<file path="src/rtl/vending_pkg.sv">
// Shared constants for the vending controller: state encodings and coin codes.
package vending_pkg;

    // Credit states; 2'b01 is deliberately unused and recovers to S0.
    localparam logic [1:0] S0 = 2'b00;  // 0c credit
    localparam logic [1:0] S1 = 2'b10;  // 5c credit
    localparam logic [1:0] S2 = 2'b11;  // 10c credit

    // Coin acceptor codes, one coin per clock.
    localparam logic [1:0] COIN_NONE   = 2'b00;
    localparam logic [1:0] COIN_NICKEL = 2'b01;
    localparam logic [1:0] COIN_DIME   = 2'b10;
    localparam logic [1:0] COIN_BAD    = 2'b11;

    // Fixed pricing in cents.
    localparam int unsigned PRICE  = 15;
    localparam int unsigned NICKEL = 5;
    localparam int unsigned DIME   = 10;

endpackage

</file>
<file path="src/rtl/vending_machine.sv">
// 15c vending controller taking nickels and dimes. Dispense (x) and 5c change (y)
// are registered single-cycle pulses issued on the edge that completes a sale.
module vending_machine
    import vending_pkg::*;
(
    input  logic       clk,
    input  logic       rst,
    input  logic [1:0] coin,
    output logic       x,
    output logic       y
);

    logic [1:0] state_q, state_d;
    logic       x_q, x_d;
    logic       y_q, y_d;

    // Next credit state and next pulse values from current credit and the sampled coin.
    always_comb begin
        state_d = state_q;
        x_d     = 1'b0;
        y_d     = 1'b0;
        unique case (state_q)
            S0: begin
                case (coin)
                    COIN_NICKEL: state_d = S1;
                    COIN_DIME:   state_d = S2;
                    default:     state_d = S0;  // none or invalid coin: hold
                endcase
            end
            S1: begin
                case (coin)
                    COIN_NICKEL: state_d = S2;
                    COIN_DIME: begin
                        state_d = S0;
                        x_d     = 1'b1;
                    end
                    default:     state_d = S1;
                endcase
            end
            S2: begin
                case (coin)
                    COIN_NICKEL: begin
                        state_d = S0;
                        x_d     = 1'b1;
                    end
                    COIN_DIME: begin
                        // 20c taken: vend and return one nickel.
                        state_d = S0;
                        x_d     = 1'b1;
                        y_d     = 1'b1;
                    end
                    default:     state_d = S2;
                endcase
            end
            default: begin
                // Unused encoding: drop back to empty credit without vending.
                state_d = S0;
            end
        endcase
    end

    // State and output register; synchronous reset discards any partial credit.
    always_ff @(posedge clk) begin
        if (rst) begin
            state_q <= S0;
            x_q     <= 1'b0;
            y_q     <= 1'b0;
        end else begin
            state_q <= state_d;
            x_q     <= x_d;
            y_q     <= y_d;
        end
    end

    assign x = x_q;
    assign y = y_q;

endmodule

</file>
<file path="config.mk">
export PLATFORM = sky130hd
export DESIGN_NAME = vending_machine
export DESIGN_NICKNAME = d
export VERILOG_FILES = /design/src/rtl/vending_pkg.sv /design/src/rtl/vending_machine.sv
export SDC_FILE = /design/constraint.sdc
export NUM_CORES = 1
export LEC_CHECK = 0
export ABC_AREA = 0
export CORE_AREA = 2 2 39 41
export DETAILED_ROUTE_END_ITERATION = 16
export DIE_AREA = 0 0 41 43
export MAX_ROUTING_LAYER = met4
export PLACE_DENSITY_LB_ADDON = 0.12
export RECOVER_POWER = 25
export SKIP_CTS_REPAIR_TIMING = 1
export SYNTH_ARGS = -nofsm -noshare
export SYNTH_HDL_FRONTEND = slang
export SYNTH_SLANG_ARGS = --single-unit
</file>
<file path="constraint.sdc">
create_clock -name clk -period 2.1 [get_ports clk]
set_clock_uncertainty 0.1 [all_clocks]
set_input_delay 0.315 -clock clk [delete_from_list [all_inputs] [get_ports clk]]
set_output_delay 0.315 -clock clk [all_outputs]
set_load 0.05 [all_outputs]
</file>
Word-level counts from Yosys, hierarchy flattened

Index checks and enable logic that the tools add are counted.

$lt $le $gt $ge: 0
$add $sub $neg: 0
Divide/modulo/power cells: 0
Multiplexer cells: 7
Reductions and logical operators: 3
Equality and inequality tests: 4
Multipliers: 0
Shift operators: 0
Bitwise logic cells: 1

Operators by type and width:

| cell                 | number |
|---|---|
| $pmux W2 S2          | 2 |
| $eq A2 B2 Y1 const B | 3 |
| $pmux W2 S3          | 1 |
| $reduce_or A2 Y1     | 2 |
| $eq A2 B1 Y1 const B | 1 |
| $logic_not A2 Y1     | 1 |
| $mux W1              | 2 |
| $mux W2              | 1 |
| $pmux W1 S2          | 1 |
| $not A1 Y1           | 1 |

Memories kept: 0
Latch bits: 0
Flip-flop bits (word level): 4
Logic and storage cells: 18
ROM bits: 0
Output and inout bits: 2
Bits in writable memories: 0

Longest topological paths before layout

Gate-level depths: netlist of the first run.

Depth in word-level cells: 4
Mapped depth: 5

Least setup slack after synthesis of the first run

No wires, ideal clock.

Path kind: in2reg
From: input port coin[0]
To: register state_q[0]
Arrival: 0.989 ns
Stages: 5
Library setup time: 0.122 ns
Data required time: 1.878 ns
Path slack: 0.889 ns
Path through: inv_1 > ha_1 > nand2b_1 > a21oi_2 > a211oi_2

Word-level cells in the longest chain between the ends: 4

Ends and longest elaborated chain:

| what                                                | RTL line                                                            | text |
|---|---|---|
| from (decl)                                         | vending_machine.sv:8                                                | `input logic [1:0] coin,` |
| $eq A2 B2 Y1 / $eq A2 B1 Y1 (equally long branches) | vending_machine.sv:24, vending_machine.sv:31, vending_machine.sv:41 |  |
| $reduce_or A2 Y1 (no source line)                   | --                                                                  |  |
| $mux W2                                             | vending_machine.sv:41                                               | `case (coin)` |
| $pmux W2 S3 (*)                                     | vending_machine.sv:22                                               | `unique case (state_q)` |
| to (signal assigned)                                | vending_machine.sv:69                                               | `state_q <= state_d;` |
| to (decl)                                           | vending_machine.sv:13                                               | `logic [1:0] state_q, state_d;` |

Every way passes the cells marked *; elsewhere a longest branch is shown, timed or not.
A chain may end at the register's enable or synchronous reset.

Worst setup path after layout of the first run

From: register y_q, in the netlist y
To: output port y

RTL lines:

| what                   | RTL line              | text |
|---|---|---|
| from (decl)            | vending_machine.sv:15 | `logic y_q, y_d;` |
| from (signal assigned) | vending_machine.sv:71 | `y_q <= y_d;` |
| to (decl)              | vending_machine.sv:10 | `output logic y` |

No word-level cell between the ends.

==> flow_summary.toml, run 1 <==
[timing]
final.period_utilization_pct = 82.3
rsz0062_at_grt = "no"
setup_tns_ns = 0
postLayoutSetupSlackWorst_ns = 0.371
min_period_ns = 1.73
max_slew_margin_pct = 67.2
fmax_ghz = 0.578
timing.final.hold_violations = 0
final-max-slew-violation-count = 0
finalSetupViolations = 0
tightest_slew_ns = 0.490

[placed_design]
place_ws_ns = 0.319
detailedPlacementHpwl_um = 279
post_dp_cell_area_sq_um = 265
port_buffers = 5
routability_congestion_estimate_from_global_placement = 0.623

[power_and_ir_drop]
static-leakage-power_uw = 0.000118
cell_internal_pwr_uw = 162
ir_worst_vdd_mv = 0.156
pwr_density_cell_mw_per_mm2 = 739
power_switching_uw = 50.5
switching_part_of_the_total_power_pct = 23.7
sequentialPowerShare_pct = 39.7
comb_power_share_pct = 16.9
p_clk_share_pct = 43.4

[layout]
finalInstanceArea_sq_um = 288
finalCoreUtilization_pct = 20.8
most-common-layout-cells = "sky130_fd_sc_hd__clkdlybuf4s50_1, sky130_fd_sc_hd__dfxtp_1, sky130_fd_sc_hd__clkbuf_4"
finish.net_count = 35
area_growth_syn_to_layout_pct = 47.4
post_route_cells_drive_above_1_share_pct = 29.6
regArea_sq_um = 80.1
multi_input_gate_area_sq_um = 104
nFillCells = 151
num_antenna_cells = 0

[setup_path]
worst_path_largest_cell_delay_ns = 0.79
worstPathBufferInverterCount = 1
cp-end-kind = "primary output"
cp.required_ns = 1.68
worst_setup_path_start_kind = "flop"
crit_type = "flop to primary output"
path_cells = "clkdlybuf4s50_1"
critPathSlowestCell = "sky130_fd_sc_hd__clkdlybuf4s50_1"
critical_path.max_fanout = 1
critPathArrivalTime_ns = 1.31
crit_family = "buffers and inverters"

[job]
max_cap_violations = 0

[synth]
synth_sequential_area_ratio_pct = 41.0
synth.avg_cell_area_sq_um = 10.3
post-synth-top-area-cell = "sky130_fd_sc_hd__dfxtp_1"
synth.ff_latch_count = 4
synth_cells = 19
synth.distinct_cells = 13
ys_top_cells_by_area = "sky130_fd_sc_hd__dfxtp_1, sky130_fd_sc_hd__a211oi_2, sky130_fd_sc_hd__ha_1"
synth_fp_nets = 25
netlist.area_leader.share_pct = 41.0
synth.yosys.warnings = 0
synth_area_sq_um = 195

[die]
die_w_um = 41
die_area_sq_mm = 0.00176
initial_utilization_pct = 14.1
io_pins = 6
placeableCoreArea_sq_mm = 0.00138
rows = 14
fp.dieH_um = 43

[clock_tree]
clkSinkCount = 4
clock_root_buffer = "sky130_fd_sc_hd__clkbuf_4"
worst_setup_hold_path_clk_slew_ns = 0.04
clock_tree_from_tritoncts = "yes"
max-clock-path-buffers = 2
max_h_tree_level = 1
tritoncts.num_buffers = 3
clock_latency_ns = 0.23

[global_routing]
globalRoute.totalOverflow = 0
global_route_wire_length_before_repair_um = 600
groute.usage.overall_pct = 6.06
initial_antenna_violation_count = 0
grt_start_max_net_pins = 7
first_global_vias = 144

[worst_hold_path]
worstHoldPathType = "flop to flop"

[detailed_routing]
detail_route.iter0.violations = 1
dr.pass1.iters = 2
routed_wire_length_um = 327
wire_per_inst_um = 7.60
detailed_route_drc_error_count = 0
route.vias.total = 156
ant_nets = 0
detail_route.vias_per_cell = 3.63

[status]
run_status = "complete, no violations"
-- layer usage --
layer	up-vias	global-route usage, %	routed length, um
li1	81	-	-
met1	71	5.75	134
met2	4	6.25	179
met3	0	4.71	14
met4	0	8.00	0
met5	-	-	0
-- through the flow --
step	hold WS [ns]	total power [uW]	cells
3_3_place_gp	0.361	122	40
4_1_cts	0.369	219	43
2_1_floorplan	0.280	109	19
5_1_grt	0.397	231	43
3_5_place_dp	0.357	122	40
6_report	0.372	213	43
-- area by class of cell --
class	instances	share of cell area (%)
inverters	3	3.91
flip-flops and latches	4	27.8
multi-input cells	12	36.1
repair buffers	5	17.4
well taps	16	6.96
clock buffers	3	7.83
-- registers in the layout, indices dropped and copies added (netlist names) --
signal and count:
y 1, x 1, state_q 2
-- cell families (layout without fill, tap and decap cells) --
family,after synthesis,after routing,share of synthesized area (%)
AO/OA/AOI/OAI,5,5,25.0
adder cells (fa/ha/maj),2,2,12.8
buffers and inverters,3,11,5.77
AND/OR/NAND/NOR,5,5,15.4
flip-flops,4,4,41.0
-- power groups by stage --
stage	combinational (uW)	sequential, uW	clock, uW
6_report	35.9	84.5	92.3
5_1_grt	40.8	84.6	105
4_1_cts	36.9	84.4	98.2
3_5_place_dp	36.7	85.4	0
3_3_place_gp	36.8	85.6	0
2_1_floorplan	21.4	88.0	0
-- cell usage after synthesis, drive strengths merged --
cell and instances:
nand2b 2, a21oi 2, nand2 1, inv 3, ha 2, dfxtp 4
o211a 1, nor3 1, a211oi 2, or2 1
-- worst paths after layout --
path	startpoint	endpoint	slack [ns]	cells after the start
worst max-delay path	y	y	0.37	1
worst min-delay path	state_q[0]	y	0.37	2
worst max register to register	state_q[0]	state_q[0]	1.12	3
worst min register to register	state_q[0]	y	0.37	2
Power figures use the tool's default switching activity.
==> run 2, diff against run 1 <==
clock period = 1.66 ns   (was 2.1 ns; I/O delays follow)
==> run 2 against run 1 <==
Net effect: global-route usage is 0.62 points lower; combinational power is 35% higher; worst setup slack lost 0.17 ns.
==> flow_summary.toml, run 2 (same netlist as run 1, synthesis figures left out) <==
[status]
run_status = "complete, no violations"

[worst_hold_path]
worst_min_path_start = "state_q[0]"
min_delay_path_depth = 2
worstHoldPathType = "flop to flop"
min_delay_worst_endpoint = "y"

[power_and_ir_drop]
cell_internal_pwr_uw = 208
report.power.total_uw = 273
pwr_density_cell_mw_per_mm2 = 953
switching_part_of_the_total_power_pct = 24.0
comb_power_share_pct = 17.7
power_switching_uw = 65.4
sequentialPowerShare_pct = 39.1
p_clk_share_pct = 43.2
static-leakage-power_uw = 0.000122
ir_worst_vdd_mv = 0.132

[detailed_routing]
dr.max_layer_used = "met4"
dr.pass1.iters = 4
met2_wire_len_um = 149
ant_nets = 0
routed_wire_length_um = 326
wire_per_inst_um = 7.41
detailed_route_drc_error_count = 0
route.vias.total = 164
detail_route.vias_per_cell = 3.73
wl_met1_um = 131
met3_length_um = 30
detail_route.iter0.violations = 3

[die]
placeableCoreArea_sq_mm = 0.00138
initial_utilization_pct = 14.1
fp.dieH_um = 43
die_area_sq_mm = 0.00176
io_pins = 6
rows = 14
die_w_um = 41

[layout]
finalNonFillerCells = 44
finish.net_count = 36
largest_register_ffs = 2
nFillCells = 153
most-common-layout-cells = "sky130_fd_sc_hd__dfxtp_1, sky130_fd_sc_hd__clkbuf_4, sky130_fd_sc_hd__clkdlybuf4s50_1"
finalCoreUtilization_pct = 20.7
area_growth_syn_to_layout_pct = 46.8
post_route_cells_drive_above_1_share_pct = 35.7
mostFrequentLayoutCell = "sky130_fd_sc_hd__dfxtp_1"
num_antenna_cells = 0
max_flop_register = "state_q"

[clock_tree]
worst_setup_hold_path_clk_slew_ns = 0.04
clkSinkCount = 4
max-clock-path-buffers = 2
clock_root_buffer = "sky130_fd_sc_hd__clkbuf_4"
clock_tree_from_tritoncts = "yes"
max_h_tree_level = 1
tritoncts.num_buffers = 3
clock_latency_ns = 0.23

[timing]
postLayoutSetupSlackWorst_ns = 0.200
rsz0062_at_grt = "no"
max_slew_margin_pct = 60.6
fmax_ghz = 0.685
setup_tns_ns = 0
final.period_utilization_pct = 88.0
tightest_slew_ns = 0.594
final-max-slew-violation-count = 0
min_period_ns = 1.46
timing.final.hold_violations = 0
finalSetupViolations = 0

[setup_path]
worst_setup_path_start_kind = "input port"
path_cells = "clkdlybuf4s50_1, inv_1, ha_1, nand2b_1, a21oi_2, a211oi_2"
worstReg2RegStart = "state_q[0]"
critPathArrivalTime_ns = 1.48
critical_path.max_fanout = 3
cp-end-kind = "flop"
worst_path_largest_cell_delay_ns = 0.48
cp.required_ns = 1.68
critPathSlowestCell = "sky130_fd_sc_hd__clkdlybuf4s50_1"
regToRegEndpoint = "state_q[0]"
crit_type = "input port to flop"
crit_family = "buffers and inverters"
r2r_slack_ns = 0.69
worstPathBufferInverterCount = 2
ff2ff_path_depth = 3

[global_routing]
globalRoute.totalOverflow = 0
global_route_wire_length_before_repair_um = 538
first_global_vias = 138
initial_antenna_violation_count = 0
grt_start_max_net_pins = 7
groute.usage.overall_pct = 5.44

[placed_design]
detailedPlacementHpwl_um = 262
place_ws_ns = -0.0451
dp_cells = 41
routability_congestion_estimate_from_global_placement = 0.647
port_buffers = 5

[job]
max_cap_violations = 0
-- run 2: metal layers --
metal	GRT usage, %	up-vias
met5	-	-
met4	10.0	0
met3	1.57	2
met2	5.63	8
met1	5.43	69
li1	-	85
-- run 2: power groups by stage --
stage	clock network [uW]	registers (uW)	logic, uW
floorplan	0	111	27.1
global placement	0	108	49.5
detailed placement	0	108	49.2
CTS	124	107	49.4
global route	132	107	53.6
finish	118	107	48.3
-- run 2: area by class of cell --
cell class | count | area [sq um] | area share (%)
multi-input cells | 12 | 104 | 36.2
flip-flops and latches | 4 | 80.1 | 27.9
repair buffers | 6 | 48.8 | 17.0
clock buffers | 3 | 22.5 | 7.86
well taps | 16 | 20.0 | 6.99
inverters | 3 | 11.3 | 3.93
-- run 2: worst max-delay path by stage --
stage          startpoint    endpoint  slack [ns]  cells past startpoint
2_1_floorplan     coin[0]  state_q[0]        0.51                      5
3_5_place_dp      coin[0]  state_q[0]       -0.05                      6
6_report          coin[0]  state_q[0]        0.20                      6
5_1_grt           coin[0]  state_q[0]        0.10                      6
3_3_place_gp      coin[0]  state_q[0]       -0.05                      6
4_1_cts           coin[0]  state_q[0]        0.20                      6
-- run 2: through the flow --
step                      area, sq um  hold slack [ns]
final                             287            0.359
after global routing              287            0.384
after CTS                         290            0.358
after detailed placement          268            0.347
after global placement            268            0.358
after floorplan                   195            0.214
-- run 2: tightest hold or removal path: stages, from the launching register on --
cell and delay (ns):
sky130_fd_sc_hd__dfxtp_1 0.32, sky130_fd_sc_hd__nand2_1 0.06, sky130_fd_sc_hd__nor3_1 0.03
==> run 3, diff against run 2 <==
HOLD_SLACK_MARGIN = 0.12   (was not set)
==> results of run 3 <==
Same layout as run 2: the final DEF is identical, and so are final timing and power.
